$ cat config.mk
export PLATFORM = sky130hd
export DESIGN_NAME = fetch_sequencer
export DESIGN_NICKNAME = d
export VERILOG_FILES = /design/src/rtl/fetch_sequencer.sv
export SDC_FILE = /design/constraint.sdc
export NUM_CORES = 1
export LEC_CHECK = 0
export ABC_AREA = 1
export CORE_ASPECT_RATIO = 0.7
export CORE_MARGIN = 4
export CORE_UTILIZATION = 40
export DETAILED_ROUTE_END_ITERATION = 10
export GPL_TIMING_DRIVEN = 0
export PLACE_DENSITY = 0.66
export SLEW_MARGIN = 5
export SYNTH_ARGS = -nofsm -noshare
export SYNTH_HDL_FRONTEND = slang
export SYNTH_SLANG_ARGS = --single-unit
$ cat constraint.sdc
create_clock -name CLK -period 1.8 [get_ports CLK]
set_input_delay 0.36 -clock CLK [delete_from_list [all_inputs] [get_ports CLK]]
set_output_delay 0.36 -clock CLK [all_outputs]
set_load 0.01 [all_outputs]
$ cat src/rtl/fetch_sequencer.sv
// fetch_sequencer: instruction-sequencing controller for a small datapath.
// Reads the instruction memory at ADDRESS = {4'b0, PC}, latches the word into
// IR, then either retires it locally (HALT, JUMP) or hands it to the datapath
// with a one-cycle EXEC_START. It waits for EXEC_DONE under a watchdog and
// steps or branches the PC. Any out-of-range PC update, a PC overrun or a
// watchdog expiry parks the machine in FAULT_ST. A faulting instruction is not
// counted as retired. HALT_ST and FAULT_ST are left only through RESET.
module fetch_sequencer #(
    parameter int MEM_DEPTH = 64,   // 1..64 words; the PC is 6 bits wide
    parameter int TIMEOUT   = 255   // WAIT cycles allowed without EXEC_DONE, >= 1
) (
    input  logic        CLK,
    input  logic        RESET,
    input  logic        START,
    input  logic [9:0]  INSTRUCTION,
    input  logic        EXEC_DONE,
    input  logic        BRANCH_TAKEN,
    input  logic [5:0]  BRANCH_TARGET,
    output logic [9:0]  ADDRESS,
    output logic [9:0]  IR,
    output logic        EXEC_START,
    output logic        BUSY,
    output logic        HALTED,
    output logic        FAULT,
    output logic [15:0] INSTR_COUNT
);

    typedef enum logic [2:0] {
        IDLE, FETCH, DECODE, EXECUTE, WAIT, HALT_ST, FAULT_ST
    } state_e;

    localparam logic [3:0] OP_JUMP   = 4'b1001;
    localparam int         WD_W      = (TIMEOUT > 1) ? $clog2(TIMEOUT) : 1;
    localparam logic [WD_W-1:0] WD_LAST = WD_W'(TIMEOUT - 1);
    localparam logic [6:0] DEPTH_EXT = 7'(MEM_DEPTH);
    localparam logic [5:0] PC_LAST   = 6'(MEM_DEPTH - 1);

    state_e          state_q, state_d;
    logic [5:0]      pc_q, pc_d;
    logic [9:0]      ir_q, ir_d;
    logic [15:0]     cnt_q, cnt_d;
    logic [15:0]     cnt_inc;
    logic [WD_W-1:0] wd_q, wd_d;

    // A PC value is legal only if it addresses an existing memory word.
    function automatic logic in_range(input logic [5:0] addr);
        return {1'b0, addr} < DEPTH_EXT;
    endfunction

    // Retired-instruction count sticks at all-ones instead of wrapping.
    assign cnt_inc = (cnt_q == 16'hFFFF) ? cnt_q : cnt_q + 16'd1;

    // State, PC, IR, retired count and watchdog registers; all clear on RESET.
    // NOTE: sequential state uses non-blocking assignments so every register
    // samples the pre-edge values of the others, independent of statement order.
    always_ff @(posedge CLK or posedge RESET) begin
        if (RESET) begin
            state_q <= IDLE;
            pc_q    <= '0;
            ir_q    <= '0;
            cnt_q   <= '0;
            wd_q    <= '0;
        end else begin
            state_q <= state_d;
            pc_q    <= pc_d;
            ir_q    <= ir_d;
            cnt_q   <= cnt_d;
            wd_q    <= wd_d;
        end
    end

    // Next-state logic: sequencing, decode, retirement and fault detection.
    // NOTE: every _d signal gets its hold value first, so no path through the
    // case statement can leave one unassigned and infer a latch.
    always_comb begin
        state_d = state_q;
        pc_d    = pc_q;
        ir_d    = ir_q;
        cnt_d   = cnt_q;
        wd_d    = wd_q;

        case (state_q)
            IDLE: begin
                if (START) state_d = FETCH;
            end

            FETCH: begin
                ir_d    = INSTRUCTION;
                state_d = DECODE;
            end

            DECODE: begin
                if (ir_q == 10'b0) begin
                    cnt_d   = cnt_inc;
                    state_d = HALT_ST;
                end else if (ir_q[9:6] == OP_JUMP) begin
                    if (in_range(ir_q[5:0])) begin
                        pc_d    = ir_q[5:0];
                        cnt_d   = cnt_inc;
                        state_d = FETCH;
                    end else begin
                        state_d = FAULT_ST;
                    end
                end else begin
                    state_d = EXECUTE;
                end
            end

            EXECUTE: begin
                // EXECUTE is the only way into WAIT, so the watchdog is armed here.
                wd_d    = '0;
                state_d = WAIT;
            end

            WAIT: begin
                // EXEC_DONE takes priority over a watchdog expiry in the same cycle.
                if (EXEC_DONE) begin
                    if (BRANCH_TAKEN) begin
                        if (in_range(BRANCH_TARGET)) begin
                            pc_d    = BRANCH_TARGET;
                            cnt_d   = cnt_inc;
                            state_d = FETCH;
                        end else begin
                            state_d = FAULT_ST;
                        end
                    end else if (pc_q == PC_LAST) begin
                        state_d = FAULT_ST;
                    end else begin
                        pc_d    = pc_q + 6'd1;
                        cnt_d   = cnt_inc;
                        state_d = FETCH;
                    end
                end else if (wd_q == WD_LAST) begin
                    state_d = FAULT_ST;
                end else begin
                    wd_d = wd_q + WD_W'(1);
                end
            end

            HALT_ST:  state_d = HALT_ST;
            FAULT_ST: state_d = FAULT_ST;
            default:  state_d = FAULT_ST;
        endcase
    end

    // Outputs decode directly from registered state, so they carry no input paths.
    assign ADDRESS     = {4'b0000, pc_q};
    assign IR          = ir_q;
    assign INSTR_COUNT = cnt_q;
    assign EXEC_START  = (state_q == EXECUTE);
    assign BUSY        = (state_q == FETCH) || (state_q == DECODE) ||
                         (state_q == EXECUTE) || (state_q == WAIT);
    assign HALTED      = (state_q == HALT_ST);
    assign FAULT       = (state_q == FAULT_ST);

endmodule

### After elaboration in Yosys (flattened, before gate mapping)

Index checks and enable logic that the tools add are counted.

* $add $sub $neg: 3
* eq/ne operators: 19
* mux-type cells: 24
* reduce and logical (&&, ||, !) cells: 11

Operator list (count)
* two-way mux 16 bit: 6
* case mux 16 bit (2 select lines): 1
* two-way mux 6 bit: 5
* two-way mux 3 bit: 6
* case mux 3 bit (6 select lines): 1
* adder 16 x 1 -> 16 bit, second input constant: 1
* equality test 16 bit, second input constant: 1
* two-way mux 8 bit: 2
* case mux 8 bit (2 select lines): 1
* inequality test 2 bit, second input constant: 6
* case mux 6 bit (2 select lines): 1
* logical NOT 10 bit: 1
* equality test 3 bit, second input constant: 3
* inequality test 3 bit, second input constant: 3
* adder 8 x 1 -> 8 bit, second input constant: 1
* equality test 8 bit, second input constant: 1
* adder 6 x 1 -> 6 bit, second input constant: 1
* equality test 3 x 2 -> 1 bit, second input constant: 2
* equality test 6 bit, second input constant: 1
* AND reduction 5 bit: 1
* equality test 4 bit, second input constant: 1
* AND reduction 4 bit: 1
* nonzero test 2 bit: 2
* equality test 3 x 1 -> 1 bit, second input constant: 1
* other kinds (5): 7

* flip-flop bits (word level): 43
* input bits: 21
* output and inout bits: 40
* word-level logic and storage cells: 62

### Longest topological paths before layout

Gate-level depths: netlist of the first run.

* depth in word-level cells: 6
* gate-level depth with buffers: 10
* mapped depth without buffers: 10

### Worst setup path after synthesis of the first run

Ideal clock, no wire load.

* path type: reg2reg
* start point: reg cnt_q[0] (netlist: INSTR_COUNT[0])
* end point: reg cnt_q[3] (netlist: INSTR_COUNT[3])
* arrival: 1432 ps
* setup slack: 251 ps
* stages on the path, launching flop included: 10
* cells stage by stage: dfrtp_1 ha_1 nand3_2 nor2_4 nand4_4 nand2_4 nor2_8 buf_12 nand2_2 nand2_1

* cells in the longest elaborated chain, start to end: 6

Ends and longest elaborated chain
* start: declaration: line 41 `logic [15:0] cnt_q, cnt_d;`
* start signal: assignment: line 67 `cnt_q <= cnt_d;`
* adder 16 x 1 -> 16 bit / equality test 16 bit (equally long branches): line 51 `assign cnt_inc = (cnt_q == 16'hFFFF) ? cnt_q : cnt_q + 16'd1;`
* two-way mux 16 bit (*): line 51
* two-way mux 16 bit: line 126 `end else if (pc_q == PC_LAST) begin`
* two-way mux 16 bit: line 118 `if (BRANCH_TAKEN) begin`
* two-way mux 16 bit: line 117 `if (EXEC_DONE) begin`
* case mux 16 bit (2 select lines) (*): line 82 `case (state_q)`

Mark *: on every way between the ends. The rest lies on a longest branch, timed or not. The select of a mux whose other input is x is not followed.
A chain may end at the register's enable or synchronous reset.

### Final worst setup path of the first run

* start point: reg cnt_q[3] (netlist: INSTR_COUNT[3])
* end point: out INSTR_COUNT[3]

RTL lines
* end: declaration: line 25 `output logic [15:0] INSTR_COUNT`

No word-level cell between the ends.

==> reports/metrics.yaml, run 1 <==
critical_path:
  crit_path_start_kind: "flip-flop"
  critical-path-top-delay-family: "buffers and inverters"
  path_cells: "clkdlybuf4s50_1"
  critPathBufInv: 1
  critPathKind: "flip-flop to output port"
  cp-end-kind: "output port"
  required_ns: 1.44
  critPathMaxFanout: 7
  slowest_delay_ns: 0.59
  crit_slowest_cell: "clkdlybuf4s50_1"
  arrival_ns: 1.37
worst_hold_path:
  hold_path.class: "input port to async pin"
die:
  die_y_um: 77.3
  die_x_um: 107
  coreArea_um2: 6430
  start_util_pct: 42.6
  die_area_um2: 8260
  std_cell_rows: 24
  pin_count: 61
logic_synthesis:
  avgSynthCellArea_um2: 7.43
  synth_top_cells_by_area: "dfrtp_1, nand2_1, nor2_1"
  yosysWarnings: 0
  post-synth-top-area-cell: "dfrtp_1"
  syn-cell-area_um2: 2740
  syn_inst: 369
  ys_ff_latch: 43
  ys_types: 33
  seq_area_frac_synth_pct: 39.3
  synth.top_cell.area_share_pct: 39.3
layout:
  num-fill-cells: 650
  diodes: 0
  ff_latch_area_um2: 1080
  final_cells: 538
  multi_input_area_um2: 1470
  fin_nets: 472
  fin_area_um2: 3680
  mostFrequentLayoutCells: "nand2_1, clkdlybuf4s50_1, nor2_1"
  layout-drive-gt1-share_pct: 16.8
  final_common_cell: "nand2_1"
  area_delta_synth_final_pct: 34.3
sta:
  final.setup_skew_ns: 0.0118
  fmax_mhz: 579
  min_period_ns: 1.73
  post-route-period-util_pct: 96.0
  slew_violations: 0
  final.setup.worst_slack_ns: 0.0726
  setup_violations: 0
  rsz0062_at_grt: "false"
  holdWs_ns: 0.291
  hold_viol: 0
grt:
  first_global_vias: 2364
  grt_max_degree: 37
  overflow: 0
  grt_pass1_wl_mm: 11.7
  antenna_found_initial: 0
  grt.total_usage_pct: 17.5
run_status:
  status: "finished clean"
route:
  post_drt_wl_per_cell_um: 13.1
  ant_nets: 0
  drt-vias-per-instance: 4.70
  vias: 2528
  firstDrtPassIters: 4
  wl_mm: 7.07
  drc_errors: 0
  drt_iter0_markers: 126
power_and_ir_drop:
  power_mw: 4.97
  power_density_nw_per_um2: 1350
  cellLeakagePower_nw: 1.80
  ir_worst_vdd_uv: 695
placed_design:
  place_congestion: 0.855
  placed_area_um2: 3450
  dp.cells: 520
  pre_cts_ws_ns: -0.295
  hpwl_mm: 5.39
  numPortBuffers: 56
clock_network:
  ctsLongestPathBuffers: 2
  h-tree-depth: 2
  cts_tree: "built"
  cts-root-buf: "clkbuf_8"
  insertion_delay_ns: 0.30
  clkTransAtPathRegs_ns: 0.08
  tritoncts.num_buffers: 5
  clock-sinks: 43
job:
  maxCapViolCount: 0
power breakdown:
part           leakage (nW)  internal [mW]  switching (mW)
clock network        0.0513          0.407           0.342
registers             0.550           1.25           0.322
logic                  1.20           1.25            1.40
total                  1.80           2.91            2.06
area by class of cell:
| type | instances | share of cell area (%) |
|---|---|---|
| Timing Repair Buffer | 69 | 18.0 |
| Clock buffer | 6 | 1.97 |
| Sequential cell | 43 | 29.3 |
| Buffer | 10 | 2.62 |
| Multi-Input combinational cell | 279 | 40.0 |
| Inverter | 39 | 4.15 |
| Tap cell | 91 | 3.09 |
| Clock inverter | 1 | 0.816 |
Yosys cell counts (all sizes together):
cell type / instances
nor2: 49
a21boi: 1
inv: 38
o211ai: 1
xnor2: 6
buf: 10
mux2: 4
dfrtp: 43
nand2: 134
o21ai: 18
a21oi: 7
clkbuf: 1
xor2: 9
ha: 4
nand3: 31
nand4: 6
clkinv: 1
a22oi: 1
nor3: 4
conb: 1
state kept, by name (all words and copies together), names as in the netlist:
register	flops
INSTR_COUNT	16
state_q	3
pc_q	6
IR	10
wd_q	8
repair_timing:
item	4_1_cts	5_1_grt
pin swaps	1	2
setup endpoints to repair	4	16
hold buffers	0	0
resized for setup	15	7
buffers inserted	3	9
gates cloned	0	0
path summary, 6_finish.rpt:
kind,to,from,depth (start not counted),slack (ns)
worst min-delay path,INSTR_COUNT[4]$_DFFE_PP0P_,RESET,2,0.29
worst max-delay path,INSTR_COUNT[3],INSTR_COUNT[3]$_DFFE_PP0P_,1,0.07
min in group CLK,wd_q[7]$_DFFE_PP0P_,wd_q[7]$_DFFE_PP0P_,2,0.54
worst min register to register,wd_q[7]$_DFFE_PP0P_,wd_q[7]$_DFFE_PP0P_,2,0.54
worst max register to register,INSTR_COUNT[14]$_DFFE_PP0P_,INSTR_COUNT[0]$_DFFE_PP0P_,9,0.13
max in group asynchronous,state_q[1]$_DFFE_PP0P_,RESET,3,1.03
stage by stage:
step	TNS (ns)	util (%)
2_1_floorplan	0	-
5_1_grt	0	57.3
3_3_place_gp	-28.44	53.3
4_1_cts	-0.128	56.0
3_5_place_dp	-2.45	53.6
6_report	0	57.3
layer usage:
layer	global-route usage, %	part of all wire (%)
met3	4.95	7.0
met4	4.60	1.2
met1	25.6	49
met5	0	0
met2	25.3	43
kinds of logic after synthesis:
group | Yosys count | synth area share, %
AO/OA/AOI/OAI | 28 | 5.39
XOR/XNOR | 15 | 4.79
adder cells (fa/ha/maj) | 4 | 1.83
buffers and inverters | 50 | 8.68
flip-flops | 43 | 39.3
multiplexers | 4 | 1.64
other | 1 | 0.137
AND/OR/NAND/NOR | 224 | 38.3
Note: power is estimated with default switching activity, not from simulation.
==> run 2, diff against run 1 <==
--- a/config.mk
+++ b/config.mk
@@ -12,6 +12,7 @@
 export DETAILED_ROUTE_END_ITERATION = 10
 export GPL_TIMING_DRIVEN = 0
 export PLACE_DENSITY = 0.66
+export RECOVER_POWER = 100
 export SLEW_MARGIN = 5
 export SYNTH_ARGS = -nofsm -noshare
 export SYNTH_HDL_FRONTEND = slang
==> constraint.sdc (replaced) <==
create_clock -name CLK -period 1.98 [get_ports CLK]
set_input_delay 0.396 -clock CLK [delete_from_list [all_inputs] [get_ports CLK]]
set_output_delay 0.396 -clock CLK [all_outputs]
set_load 0.01 [all_outputs]
==> reports/metrics.yaml, run 2 (synthesis results as in run 1) <==
layout:
  largest_reg_flops: 16
  layout-drive-gt1-share_pct: 13.2
  final_common_cell: "nand2_1"
  final_cells: 532
  area_delta_synth_final_pct: 31.0
  utilization_pct: 55.9
  mostFrequentLayoutCells: "nand2_1, nor2_1, dfrtp_1"
  diodes: 0
  fin_nets: 466
sta:
  final.setup.worst_slack_ns: 0.0873
  tightestPinTransition_ns: 0.725
  rsz0062_at_grt: "false"
  slew_headroom_pct: 51.6
  final.setup_skew_ns: 0.00812
  post-route-period-util_pct: 95.6
  fmax_mhz: 528
  slew_violations: 0
  min_period_ns: 1.89
  hold_viol: 0
  setup_violations: 0
clock_network:
  clock-sinks: 43
  ctsLongestPathBuffers: 2
  h-tree-depth: 2
  cts_tree: "built"
  hold_buffers: 0
  tritoncts.num_buffers: 5
  insertion_delay_ns: 0.30
  clkTransAtPathRegs_ns: 0.08
  cts-root-buf: "clkbuf_8"
power_and_ir_drop:
  ir_worst_vdd_uv: 619
  power.share.clock_pct: 15.7
  intPower_mw: 2.46
  p_sw_mw: 1.80
  pwr-share-seq_pct: 33.2
  power_density_nw_per_um2: 1190
  swShare_pct: 42.3
  power_frac_comb_pct: 51.1
  cellLeakagePower_nw: 1.81
placed_design:
  pre_cts_ws_ns: -0.151
  hpwl_mm: 5.39
  place_congestion: 0.855
  dp.cells: 520
  numPortBuffers: 56
run_status:
  status: "finished clean"
route:
  drc_errors: 0
  firstDrtPassIters: 4
  post_drt_wl_per_cell_um: 13.2
  drt-vias-per-instance: 4.74
  ant_nets: 0
  wl_mm: 7.00
  drt_iter0_markers: 133
  vias: 2522
critical_path:
  arrival_ns: 1.50
  reg2reg_to: "IR[6]$_DFFE_PP0P_"
  cp-end-kind: "output port"
  critPathKind: "flip-flop to output port"
  critPathMaxFanout: 4
  ff2ff_path_depth: 4
  r2r_start: "state_q[1]$_DFFE_PP0P_"
  reg2reg_slack_ns: 0.19
  crit_path_start_kind: "flip-flop"
  required_ns: 1.58
grt:
  grt.total_usage_pct: 17.5
  grt_pass1_wl_mm: 11.7
  first_global_vias: 2368
  grt_max_degree: 37
  overflow: 0
  antenna_found_initial: 0
die:
  std_cell_rows: 24
  pin_count: 61
  die_area_um2: 8260
  die_x_um: 107
  start_util_pct: 42.6
  die_y_um: 77.3
  coreArea_um2: 6430
job:
  maxCapViolCount: 0
worst_hold_path:
  hold_path.class: "input port to async pin"
[run 2: worst max path at each step]
stage	to	start	cells past startpoint
2_1_floorplan	INSTR_COUNT[3]$_DFFE_PP0P_	INSTR_COUNT[0]$_DFFE_PP0P_	9
3_3_place_gp	wd_q[5]$_DFFE_PP0P_	RESET	2
3_5_place_dp	BUSY	state_q[2]$_DFFE_PP0P_	5
4_1_cts	EXEC_START	state_q[2]$_DFFE_PP0P_	4
5_1_grt	EXEC_START	state_q[2]$_DFFE_PP0P_	4
6_report	EXEC_START	state_q[2]$_DFFE_PP0P_	4
[run 2: power by group through the flow]
stage               registers, mW  logic [mW]  clock network (mW)
finish                       1.41        2.18               0.672
global route                 1.47        2.42               0.720
CTS                          1.44        2.26               0.696
detailed placement           1.44        2.21                   0
global placement             1.43        2.15                   0
floorplan                    1.47        1.30                   0
[run 2: timing repair]
action	in CTS	in global routing
resized for setup	12	5
setup endpoints to repair	4	2
pin swaps	1	1
setup buffers	2	4
[run 2: area by class of cell]
type	count	area (µm²)
Buffer	10	88.8
Clock buffer	6	72.6
Clock inverter	1	30.0
Fill cell	658	2840
Inverter	39	150
Multi-Input combinational cell	279	1450
Sequential cell	43	1080
Tap cell	91	114
Timing Repair Buffer	63	611
[run 2: through the flow]
stage	power (mW)	TNS [ns]	area (µm²)	hold WS [ns]
2_1_floorplan	2.77	0	2750	0.499
3_3_place_gp	3.58	-20.25	3430	0.513
3_5_place_dp	3.64	-0.257	3450	0.527
4_1_cts	4.39	-0.00117	3590	0.326
5_1_grt	4.61	0	3590	0.538
6_report	4.27	0	3590	0.527
[run 2: layer usage]
| layer | routed length, µm | track usage [%] |
|---|---|---|
| met5 | 0 | 0 |
| met4 | 74 | 3.83 |
| met3 | 438 | 4.95 |
| met2 | 3010 | 25.3 |
| met1 | 3470 | 25.8 |
[run 2: critical path, cell delays in order, from the launching register on]
cell and delay (ns):
dfrtp_2 0.43, inv_2 0.10, nand3_4 0.09, inv_1 0.06, clkdlybuf4s50_1 0.53
==> run 3, diff against run 2 <==
--- a/config.mk
+++ b/config.mk
@@ -11,6 +11,7 @@
 export CORE_UTILIZATION = 40
 export DETAILED_ROUTE_END_ITERATION = 10
 export GPL_TIMING_DRIVEN = 0
+export MAX_ROUTING_LAYER = met4
 export PLACE_DENSITY = 0.66
 export RECOVER_POWER = 100
 export SLEW_MARGIN = 5
==> reports/metrics.yaml, run 3 (synthesis results as in run 1) <==
layout:
  mostFrequentLayoutCells: "nand2_1, nor2_1, dfrtp_1"
  final_common_cell: "nand2_1"
  fin_nets: 466
  diodes: 0
  fin_area_um2: 3590
  multi_input_area_um2: 1450
  largest_reg_flops: 16
  ff_latch_area_um2: 1080
  area_delta_synth_final_pct: 31.0
  layout-drive-gt1-share_pct: 13.2
  num-fill-cells: 658
route:
  drt_iter0_markers: 143
  vias: 2519
  ant_nets: 0
  wl_mm: 6.99
  drc_errors: 0
  firstDrtPassIters: 5
  drt-vias-per-instance: 4.73
  post_drt_wl_per_cell_um: 13.1
placed_design:
  placed_area_um2: 3450
  hpwl_mm: 5.39
  numPortBuffers: 56
  pre_cts_ws_ns: -0.151
  place_congestion: 0.869
sta:
  slew_headroom_pct: 52.7
  post-route-period-util_pct: 95.7
  hold_viol: 0
  holdWs_ns: 0.526
  setup_violations: 0
  final.setup_skew_ns: 0.00843
  final.setup.worst_slack_ns: 0.0858
  slew_violations: 0
  rsz0062_at_grt: "false"
  fmax_mhz: 528
  finalSetupTns_ns: 0
  tightestPinTransition_ns: 0.710
  min_period_ns: 1.89
grt:
  antenna_found_initial: 0
  overflow: 0
  grt_max_degree: 37
  first_global_vias: 2370
  grt_pass1_wl_mm: 11.7
  grt.total_usage_pct: 18.0
clock_network:
  ctsLongestPathBuffers: 2
  tritoncts.num_buffers: 5
  h-tree-depth: 2
  insertion_delay_ns: 0.30
  cts-root-buf: "clkbuf_8"
  clkTransAtPathRegs_ns: 0.08
  clock-sinks: 43
  cts_tree: "built"
critical_path:
  critPathBufInv: 3
  slowest_delay_ns: 0.53
  path_cells: "inv_2 > nand3_4 > inv_1 > clkdlybuf4s50_1"
  reg2reg_slack_ns: 0.21
  arrival_ns: 1.50
  cp-end-kind: "output port"
  critPathMaxFanout: 4
  critical-path-top-delay-family: "buffers and inverters"
  required_ns: 1.58
  crit_slowest_cell: "clkdlybuf4s50_1"
  crit_path_start_kind: "flip-flop"
  critPathKind: "flip-flop to output port"
die:
  pin_count: 61
  die_y_um: 77.3
  die_area_um2: 8260
  start_util_pct: 42.6
  coreArea_um2: 6430
  std_cell_rows: 24
  die_x_um: 107
power_and_ir_drop:
  ir_worst_vdd_uv: 617
  cellLeakagePower_nw: 1.81
  power_density_nw_per_um2: 1190
job:
  maxCapViolCount: 0
worst_hold_path:
  hold_path.class: "input port to async pin"
run_status:
  status: "finished clean"
-- run 3: worst register-to-register path, stage by stage (launching register included) --
cell      delay, ns
dfrtp_2        0.45
inv_2          0.09
nand3_1        0.15
clkbuf_1       0.57
mux2_2         0.41
-- run 3: final timing paths --
path	start	endpoint	depth (start not counted)
worst max-delay path	state_q[2]$_DFFE_PP0P_	EXEC_START	4
worst min-delay path	RESET	INSTR_COUNT[4]$_DFFE_PP0P_	2
worst max register to register	state_q[1]$_DFFE_PP0P_	IR[9]$_DFFE_PP0P_	4
worst min register to register	INSTR_COUNT[0]$_DFFE_PP0P_	INSTR_COUNT[0]$_DFFE_PP0P_	2
max in group asynchronous	RESET	state_q[1]$_DFFE_PP0P_	3
min in group CLK	INSTR_COUNT[0]$_DFFE_PP0P_	INSTR_COUNT[0]$_DFFE_PP0P_	2
-- run 3: where the power goes --
| group | internal [mW] | leakage (nW) | switching (mW) |
|---|---|---|---|
| clock | 0.370 | 0.0513 | 0.303 |
| sequential | 1.14 | 0.551 | 0.279 |
| combinational | 0.958 | 1.21 | 1.22 |
-- run 3: area by class of cell --
cell class                 instances  share of cell area [%]
inverter                          39                    4.18
timing repair buffer              63                    17.0
buffer                            10                    2.47
sequential                        43                    30.0
multi-input combinational        279                    40.3
tap                               91                    3.17
clock buffer                       6                    2.02
clock inverter                     1                   0.837
-- run 3: routing by layer --
metal | vias to the layer above | GRT usage [%] | wire length, µm
met5 | - | - | 0
met4 | 0 | 3.83 | 80
met3 | 10 | 4.53 | 384
met2 | 54 | 25.3 | 3010
met1 | 1161 | 26.0 | 3510
li1 | 1294 | - | -
-- run 3: through the flow --
stage / cells / total power [mW] / utilization, %
CTS: 528 / 4.39 / 55.9
floorplan: 372 / 2.77 / -
global placement: 519 / 3.58 / 53.3
finish: 532 / 4.27 / 55.9
detailed placement: 520 / 3.64 / 53.6
global route: 532 / 4.61 / 55.9
-- run 3: repair_timing --
| item | 4_1_cts | 5_1_grt |
|---|---|---|
| hold buffers | 0 | 0 |
| resized for setup | 12 | 5 |
| buffers inserted | 2 | 4 |
| setup endpoints to repair | 4 | 2 |
| endpoints found under the hold margin | 0 | 0 |
| pin swaps | 1 | 1 |
